`config.mk`:
```
export PLATFORM = sky130hd
export DESIGN_NAME = pipe_mux_skid_flat
export DESIGN_NICKNAME = d
export VERILOG_FILES = /design/src/rtl/pipe_mux_skid_if.sv /design/src/rtl/pipe_mux_skid.sv /design/src/flat_wrapper.sv
export SDC_FILE = /design/constraint.sdc
export NUM_CORES = 1
export LEC_CHECK = 0
export BUFFER_PORTS_ARGS = -buffer_cell sky130_fd_sc_hd__buf_2
export CORE_MARGIN = 4
export CORE_UTILIZATION = 48
export CTS_CLUSTER_DIAMETER = 150
export DETAILED_ROUTE_END_ITERATION = 10
export HOLD_SLACK_MARGIN = 0.12
export PLACE_DENSITY = 0.78
export SYNTH_ARGS = -nofsm -noshare
export SYNTH_HDL_FRONTEND = slang
export SYNTH_SLANG_ARGS = --single-unit
```
`constraint.sdc`:
```
create_clock -name clk -period 1.98 [get_ports clk]
set_input_delay 0.099 -clock clk [delete_from_list [all_inputs] [get_ports clk]]
set_output_delay 0.099 -clock clk [all_outputs]
set_load 0.03 [all_outputs]
```
`src/rtl/pipe_mux_skid_if.sv`:
```
// Valid/ready bundle for pipe_mux_skid: upstream beat (data + select) and downstream result.
// master drives beats in and accepts results; slave is the selector itself.
interface pipe_mux_skid_if #(
  parameter int WIDTH = 32,
  parameter int N     = 5,
  parameter int SEL_W = 3
);
  logic [N*WIDTH-1:0] in_data;
  logic [SEL_W-1:0]   in_sel;
  logic               in_valid;
  logic               in_ready;
  logic [WIDTH-1:0]   out_data;
  logic               out_err;
  logic               out_valid;
  logic               out_ready;

  modport master (
    output in_data, in_sel, in_valid, out_ready,
    input  in_ready, out_data, out_err, out_valid
  );

  modport slave (
    input  in_data, in_sel, in_valid, out_ready,
    output in_ready, out_data, out_err, out_valid
  );
endinterface

```
`src/rtl/pipe_mux_skid.sv`:
```
// N-way WIDTH-bit registered selector with a 2-entry skid buffer (output reg + skid reg),
// out-of-range select flagging and a saturating error counter.
module pipe_mux_skid #(
  parameter int                 WIDTH       = 32,
  parameter int                 N           = 5,
  parameter int                 SEL_W       = 3,
  parameter logic [WIDTH-1:0]   DEFAULT_VAL = '0,
  parameter int                 ERR_CNT_W   = 8
) (
  input  logic                 clk,
  input  logic                 rst_n,
  pipe_mux_skid_if.slave       bus,
  input  logic                 clr_err,
  output logic [ERR_CNT_W-1:0] err_count
);

  typedef enum logic [1:0] {
    EMPTY = 2'd0,
    ONE   = 2'd1,
    FULL  = 2'd2
  } state_t;

  state_t state, next_state;

  logic [WIDTH-1:0]     out_data_q;
  logic                 out_err_q;
  logic                 out_valid_q;
  logic [WIDTH-1:0]     skid_data_q;
  logic                 skid_err_q;
  logic                 in_ready_q;
  logic [ERR_CNT_W-1:0] err_count_q;

  logic [WIDTH-1:0]     sel_data;
  logic                 sel_err;
  logic                 accept;
  logic                 emit;
  logic                 load_out_in;
  logic                 load_out_skid;
  logic                 load_skid;

  // Every select value resolves to a defined word; unmatched selects fall to the default.
  always_comb begin
    sel_data = DEFAULT_VAL;
    sel_err  = 1'b1;
    for (int k = 0; k < N; k++) begin
      if (bus.in_sel == SEL_W'(k)) begin
        sel_data = bus.in_data[k*WIDTH +: WIDTH];
        sel_err  = 1'b0;
      end
    end
  end

  assign accept = bus.in_valid & in_ready_q;
  assign emit   = out_valid_q & bus.out_ready;

  always_comb begin
    next_state    = state;
    load_out_in   = 1'b0;
    load_out_skid = 1'b0;
    load_skid     = 1'b0;
    case (state)
      EMPTY: begin
        if (accept) begin
          next_state  = ONE;
          load_out_in = 1'b1;
        end
      end
      ONE: begin
        if (accept && emit) begin
          load_out_in = 1'b1;
        end else if (accept) begin
          next_state = FULL;
          load_skid  = 1'b1;
        end else if (emit) begin
          next_state = EMPTY;
        end
      end
      FULL: begin
        // in_ready is low here, so any upstream beat is simply not taken.
        if (emit) begin
          next_state    = ONE;
          load_out_skid = 1'b1;
        end
      end
      default: begin
        next_state = EMPTY;
      end
    endcase
  end

  // Handshake flags are registered from next_state so in_ready never sees out_ready combinationally.
  always_ff @(posedge clk or negedge rst_n) begin
    if (!rst_n) begin
      state       <= EMPTY;
      out_valid_q <= 1'b0;
      in_ready_q  <= 1'b1;
    end else begin
      state       <= next_state;
      out_valid_q <= (next_state != EMPTY);
      in_ready_q  <= (next_state != FULL);
    end
  end

  always_ff @(posedge clk or negedge rst_n) begin
    if (!rst_n) begin
      out_data_q  <= '0;
      out_err_q   <= 1'b0;
      skid_data_q <= '0;
      skid_err_q  <= 1'b0;
    end else begin
      if (load_out_in) begin
        out_data_q <= sel_data;
        out_err_q  <= sel_err;
      end else if (load_out_skid) begin
        out_data_q <= skid_data_q;
        out_err_q  <= skid_err_q;
      end
      if (load_skid) begin
        skid_data_q <= sel_data;
        skid_err_q  <= sel_err;
      end
    end
  end

  // Clear takes priority over a coincident out-of-range accept.
  always_ff @(posedge clk or negedge rst_n) begin
    if (!rst_n) begin
      err_count_q <= '0;
    end else if (clr_err) begin
      err_count_q <= '0;
    end else if (accept && sel_err && (err_count_q != {ERR_CNT_W{1'b1}})) begin
      err_count_q <= err_count_q + ERR_CNT_W'(1);
    end
  end

  assign bus.in_ready  = in_ready_q;
  assign bus.out_data  = out_data_q;
  assign bus.out_err   = out_err_q;
  assign bus.out_valid = out_valid_q;
  assign err_count     = err_count_q;

endmodule

```
`src/flat_wrapper.sv`:
```
// flat-port wrapper written by rule: the top's interface ports become plain ports
module pipe_mux_skid_flat 
#(
  parameter int                 WIDTH       = 32,
  parameter int                 N           = 5,
  parameter int                 SEL_W       = 3,
  parameter logic [WIDTH-1:0]   DEFAULT_VAL = '0,
  parameter int                 ERR_CNT_W   = 8
)
  (clk, rst_n, clr_err, err_count, bus_in_data, bus_in_sel, bus_in_valid, bus_out_ready, bus_in_ready, bus_out_data, bus_out_err, bus_out_valid);
  pipe_mux_skid_if #(.WIDTH(WIDTH), .N(N), .SEL_W(SEL_W)) bus_i ();
  input  logic clk;
  input  logic rst_n;
  input  logic clr_err;
  output logic [ERR_CNT_W-1:0] err_count;
  input wire logic [$bits(bus_i.in_data)-1:0] bus_in_data;
  input wire logic [$bits(bus_i.in_sel)-1:0] bus_in_sel;
  input wire logic [$bits(bus_i.in_valid)-1:0] bus_in_valid;
  input wire logic [$bits(bus_i.out_ready)-1:0] bus_out_ready;
  output wire logic [$bits(bus_i.in_ready)-1:0] bus_in_ready;
  output wire logic [$bits(bus_i.out_data)-1:0] bus_out_data;
  output wire logic [$bits(bus_i.out_err)-1:0] bus_out_err;
  output wire logic [$bits(bus_i.out_valid)-1:0] bus_out_valid;
  assign bus_i.in_data = bus_in_data;
  assign bus_i.in_sel = bus_in_sel;
  assign bus_i.in_valid = bus_in_valid;
  assign bus_i.out_ready = bus_out_ready;
  assign bus_in_ready = bus_i.in_ready;
  assign bus_out_data = bus_i.out_data;
  assign bus_out_err = bus_i.out_err;
  assign bus_out_valid = bus_i.out_valid;
  pipe_mux_skid #(.WIDTH(WIDTH), .N(N), .SEL_W(SEL_W), .DEFAULT_VAL(DEFAULT_VAL), .ERR_CNT_W(ERR_CNT_W)) u_core (.clk(clk), .rst_n(rst_n), .bus(bus_i), .clr_err(clr_err), .err_count(err_count));
endmodule
```
==> metrics.yaml, run 1 <==
sta:
  period_share: 0.935
  tightest_slew_ns: 0.873
  clock-skew-final_ns: 0.00539
  fmax_mhz: 540
  fin_setup_tns_ns: 0
  rsz0062_at_grt: "no"
  hold_viol: 0
  max-slew-margin-rel: 0.415
  slew_viol_final: 0
  setup_violations: 0
  timing.final.crit_period_ns: 1.85
power_and_ir_drop:
  combPwrFrac: 0.434
  pwr-share-clk: 0.187
  swShare: 0.408
  total_power_mw: 6.96
  p_sw_mw: 2.84
  internal-power_mw: 4.12
  sequentialPowerShare: 0.379
  powerDensity_mw_per_mm2: 1150
  p_leak_nw: 3.23
  peakVddDrop_uv: 564
yosys:
  synth-simple-area-share: 0.0835
  synth_top_cell_area_share: 0.412
  ys.flop_type: "dfrtp_1"
  synth_fp_nets: 647
  yosysUniqueCellTypes: 38
  synth_common_cells: "112 x mux2i_1, 77 x dfrtp_1, 65 x o21ai_0"
  syn_inst: 478
  ys_ff_latch: 78
  synth_edf_count: 0
  async_flop_share: 1.00
  synth_top_area_cell: "dfrtp_1"
  synth_compound_area_frac: 0.200
  synth_xor_area_frac: 0.00187
  yosysWarnings: 0
  yosysSeqAreaShare: 0.418
  muxShareOfSynthArea: 0.242
  synth_most_common_cell: "mux2i_1"
  synth_area_mm2: 0.00467
  synth_area_leaders: "dfrtp_1 41%, mux2i_1 24%, o21ai_0 7.0%"
  synthAdderAreaFrac: 0.00268
  synth_top_family_by_area: "multiplexers"
  avgSynthCellArea_um2: 9.78
drt:
  via_count: 4409
  drcViolationCount: 0
  drtIter0Drc: 216
  drt-wirelength-per-cell_um: 16.0
  wirelength_um: 12900
  via_per_inst: 5.47
  drt_pass1_iterations: 4
  antenna_left: 0
cells_and_area:
  fill_cells: 818
  register_area_mm2: 0.00195
  multi_input_area_mm2: 0.00248
  drive_gt1_frac: 0.360
  nets: 841
  area_delta_synth_final_pct: 29.8
  layout.cells.non_filler: 806
  antennaDiodeCount: 0
min_path:
  min_from: "bus_in_data[32]"
  hp-class: "input port to register"
clock_tree:
  clkTransAtPathRegs_ns: 0.08
  clock_latency_ns: 0.34
  numClockSinks: 78
  clock-root-buffer: "clkbuf_8"
  ctsHtreeMaxLevel: 3
  cts_tree: "yes"
  cts_buffer_depth: 2
  numCtsBuffers: 9
global_routing:
  grt_pass1_wl_um: 20400
  grt_max_degree: 68
  grt-ovfl-total: 0
  antenna_found_initial: 0
  grt_use_total: 0.222
  grt_pass1_vias: 4316
worst_setup_path:
  crit_arrival_ns: 2.13
  r2r-start: "u_core.bus.in_ready$_DFF_PN1_"
  cp-start-kind: "register"
  crit_path_end_kind: "register"
  cp_max_fo: 8
  startpoint: "u_core.bus.in_ready$_DFF_PN1_"
  required_ns: 2.26
  path_class: "register to register"
placed_design:
  dp_hpwl_um: 9590
  dp_cells: 786
  io_buffers: 210
  gp_congestion: 0.832
status:
  outcome: "finished clean"
die:
  initial_core_util: 0.499
  design.die.area_mm2: 0.0114
  die_y_um: 107
  die_w_um: 107
  rows: 35
  pin_count: 211
  core_area_mm2: 0.00937
job:
  cap_violations: 0
## layer usage
layer	vias up	routed length, µm	GRT usage
met5	-	0	0
met3	11	1020	0.0530
met4	0	169	0.0575
li1	2157	-	-
met1	2069	5140	0.277
met2	172	6600	0.385
## repair_timing
action                    in CTS  in global routing
hold buffers                   4                  0
hold endpoints to repair      54                  0
buffers inserted               0                  0
gates resized for setup        0                  0
## final cells by class
class | instances | area share
clock buffer | 9 | 0.0204
clock inverter | 7 | 0.0161
inverter | 4 | 0.00247
multi-input combinational | 353 | 0.409
sequential | 78 | 0.322
tap | 129 | 0.0266
timing repair buffer | 226 | 0.203
## logic make-up (layout without fill, tap and decap cells)
kind of cell,after synthesis,count (layout)
compound gates,153,153
mux,113,113
buf+inv,47,246
xor+xnor,1,1
flops,78,78
simple gates,85,85
fa+ha+maj,1,1
## sequential cells by signal, summed over array words and instances (netlist names)
name	cells
u_core.bus.out_data	32
u_core.bus.in_ready	1
u_core.bus.out_err	1
u_core.state	2
u_core.skid_data_q	32
u_core.err_count	8
u_core.bus.out_valid	1
u_core.skid_err_q	1
## power by group through the flow
| stage | logic [mW] | clock network, mW | registers [mW] |
|---|---|---|---|
| floorplan | 1.43 | 0 | 3.31 |
| global placement | 2.96 | 0 | 2.64 |
| detailed placement | 3.05 | 0 | 2.67 |
| CTS | 3.06 | 1.33 | 2.64 |
| global route | 3.32 | 1.39 | 2.72 |
| finish | 3.02 | 1.30 | 2.64 |
## stage by stage
| step | setup WS [ns] | cell area (µm²) | util | hold slack, ns |
|---|---|---|---|---|
| 2_1_floorplan | 0.205 | 4670 | - | -0.197 |
| 3_3_place_gp | 0.171 | 5810 | 0.620 | 0.139 |
| 3_5_place_dp | 0.0904 | 5810 | 0.620 | 0.143 |
| 4_1_cts | 0.132 | 6070 | 0.648 | 0.158 |
| 5_1_grt | 0.0499 | 6070 | 0.648 | 0.195 |
| 6_report | 0.128 | 6070 | 0.648 | 0.172 |
## worst paths after layout
check	endpoint	slack, ns	cells past startpoint
setup / recovery	u_core.err_count[5]$_DFFE_PN0P_	0.13	5
min in group asynchronous	u_core.bus.out_data[0]$_DFFE_PN0P_	0.30	2
hold / removal	u_core.bus.out_data[0]$_DFFE_PN0P_	0.17	4
max in group asynchronous	u_core.skid_data_q[21]$_DFFE_PN0P_	1.00	3
setup reg to reg	u_core.err_count[5]$_DFFE_PN0P_	0.13	5
hold reg to reg	u_core.skid_data_q[25]$_DFFE_PN0P_	0.49	2
## critical path: stages (launching register included)
cell      delay, ns
dfstp_2        0.55
o2111a_1       0.20
o21ai_1        0.19
buf_4          0.22
or4_1          0.46
a21oi_1        0.15
## placed cells by master, fill, tap and decap left out, types with 11 or more instances in the layout
cell type / instances
o21ai_0: 65
dfrtp_1: 77
buf_2: 209
mux2i_1: 112
nand3_1: 11
nand2_1: 47
o2bb2ai_1: 30
o21ai_1: 31
Note: power is estimated with default switching activity, not from simulation.
==> run 2: changes to the inputs <==
--- a/config.mk
+++ b/config.mk
@@ -5,9 +5,12 @@
 export SDC_FILE = /design/constraint.sdc
 export NUM_CORES = 1
 export LEC_CHECK = 0
+export ABC_CLOCK_PERIOD_IN_PS = 1980
 export BUFFER_PORTS_ARGS = -buffer_cell sky130_fd_sc_hd__buf_2
+export CELL_PAD_IN_SITES_DETAIL_PLACEMENT = 1
+export CELL_PAD_IN_SITES_GLOBAL_PLACEMENT = 1
 export CORE_MARGIN = 4
-export CORE_UTILIZATION = 48
+export CORE_UTILIZATION = 35
 export CTS_CLUSTER_DIAMETER = 150
 export DETAILED_ROUTE_END_ITERATION = 10
 export HOLD_SLACK_MARGIN = 0.12
==> run 2 against run 1 <==
Effect of this change:
- worst hold slack lost 0.033 ns
- combinational power barely moved
- sequential power hardly changed
- sequential share of layout area decreased by 0.98 points
- setup slack improved by 0.086 ns
- first-iteration DRC count is 67% lower
- core utilization down 16 points
- sequential cell count did not move
- highest routed layer is now met5
==> metrics.yaml, run 2 (same netlist as run 1, synthesis figures left out) <==
status:
  outcome: "finished clean"
worst_setup_path:
  crit_end: "u_core.bus.out_valid$_DFF_PN0_"
  cp_max_fo: 67
  required_ns: 2.22
  cp-start-kind: "register"
  regToRegEndpoint: "u_core.bus.out_valid$_DFF_PN0_"
  crit_arrival_ns: 2.01
  r2r_slack_ns: 0.21
  r2r-start: "u_core.bus.in_ready$_DFF_PN1_"
  crit_path_end_kind: "register"
  reg2reg_depth: 5
  slowest_stage: "dfstp_2"
  startpoint: "u_core.bus.in_ready$_DFF_PN1_"
  path_class: "register to register"
  path_cells: "nand2_1 > or3b_2 > buf_12 > a21boi_1 > o221ai_1"
  max_stage_delay_ns: 0.54
drt:
  wirelength_um: 15200
  drcViolationCount: 0
  via_per_inst: 5.22
  drt_pass1_iterations: 4
  drt-wirelength-per-cell_um: 17.8
  drtIter0Drc: 72
  antenna_left: 0
  via_count: 4462
sta:
  hold_viol: 0
  max-slew-margin-rel: 0.664
  fin_setup_tns_ns: 0
  fmax_mhz: 566
  timing.final.crit_period_ns: 1.77
  slew_viol_final: 0
  setup_violations: 0
  rsz0062_at_grt: "no"
  tightest_slew_ns: 0.504
  clock-skew-final_ns: 0.00832
  period_share: 0.892
cells_and_area:
  final_common_cell: "buf_2"
  post-route-util: 0.488
  nets: 846
  area_delta_synth_final_pct: 33.9
  drive_gt1_frac: 0.370
  fill_cells: 1519
  antennaDiodeCount: 0
  layout_common_cells: "208 x buf_2, 112 x mux2i_1, 77 x dfrtp_1"
global_routing:
  antenna_found_initial: 1
  grt_use_total: 0.197
  grt-ovfl-total: 0
  grt_pass1_vias: 4828
  grt_pass1_wl_um: 23600
  grt_max_degree: 68
die:
  pin_count: 211
  initial_core_util: 0.364
  die_w_um: 124
  rows: 41
  design.die.area_mm2: 0.0153
  die_y_um: 124
  core_area_mm2: 0.0128
clock_tree:
  numClockSinks: 78
  ctsHtreeMaxLevel: 3
  numCtsBuffers: 9
  cts_tree: "yes"
  post_cts_buffers: 0
  clock-root-buffer: "clkbuf_16"
  clock_latency_ns: 0.33
  clkTransAtPathRegs_ns: 0.06
  cts_buffer_depth: 2
job:
  cap_violations: 0
placed_design:
  gp_congestion: 0.771
  io_buffers: 210
  dp_hpwl_um: 11900
power_and_ir_drop:
  powerDensity_mw_per_mm2: 1200
  p_leak_nw: 3.31
  peakVddDrop_uv: 459
min_path:
  hp-class: "input port to register"
  min_path_cells: 3
  min_from: "bus_out_ready"
## run 2: metal layers
metal	vias up	wire, µm	global-route usage
li1	2160	-	-
met1	2117	5900	0.227
met2	169	7590	0.356
met3	14	1480	0.0567
met4	2	197	0.0505
met5	-	8	0
## run 2: through the flow
step                      instance area (µm²)  std cells  power [mW]  hold WS [ns]  setup WS (ns)
final                                    6260        854        7.50         0.139          0.214
after global routing                     6260        854        8.03         0.141          0.129
after CTS                                6260        854        7.64         0.132          0.160
after detailed placement                 5900        836        5.80        0.0979          0.185
after global placement                   5900        836        5.61        0.0887          0.282
after floorplan                          4670        478        4.74        -0.197          0.205
## run 2: power by group
| group | internal (mW) | switching (mW) |
|---|---|---|
| logic | 1.13 | 1.93 |
| clock network | 1.15 | 0.648 |
| registers | 2.28 | 0.381 |
## run 2: what timing repair did
action,4_1_cts,5_1_grt
setup endpoints to repair,0,1
endpoints found under the hold margin,43,0
resized for setup,0,1
hold buffers,2,0
## run 2: cell type report
type / instances / area [µm²] / area share
inverters: 4 / 15.0 / 0.00240
clock inverters: 6 / 93.8 / 0.0150
multi-input cells: 353 / 2490 / 0.397
clock buffers: 10 / 239 / 0.0382
repair buffers: 231 / 1260 / 0.201
well taps: 172 / 215 / 0.0344
flip-flops and latches: 78 / 1950 / 0.312
## run 2: worst min path at each step
stage	end	slack [ns]
5_1_grt	u_core.skid_data_q[15]$_DFFE_PN0P_	0.14
6_report	u_core.bus.in_ready$_DFF_PN1_	0.14
3_5_place_dp	u_core.err_count[4]$_DFFE_PN0P_	0.1
3_3_place_gp	u_core.err_count[2]$_DFFE_PN0P_	0.09
4_1_cts	u_core.bus.in_ready$_DFF_PN1_	0.13
2_1_floorplan	u_core.bus.out_data[0]$_DFFE_PN0P_	-0.20
## run 2: critical path, delay by kind of cell (launching register included)
kind | cells | cell delay, ns
flip-flops | 1 | 0.54
AND/OR/NAND/NOR | 2 | 0.63
AO/OA/AOI/OAI | 2 | 0.29
buffers and inverters | 1 | 0.22
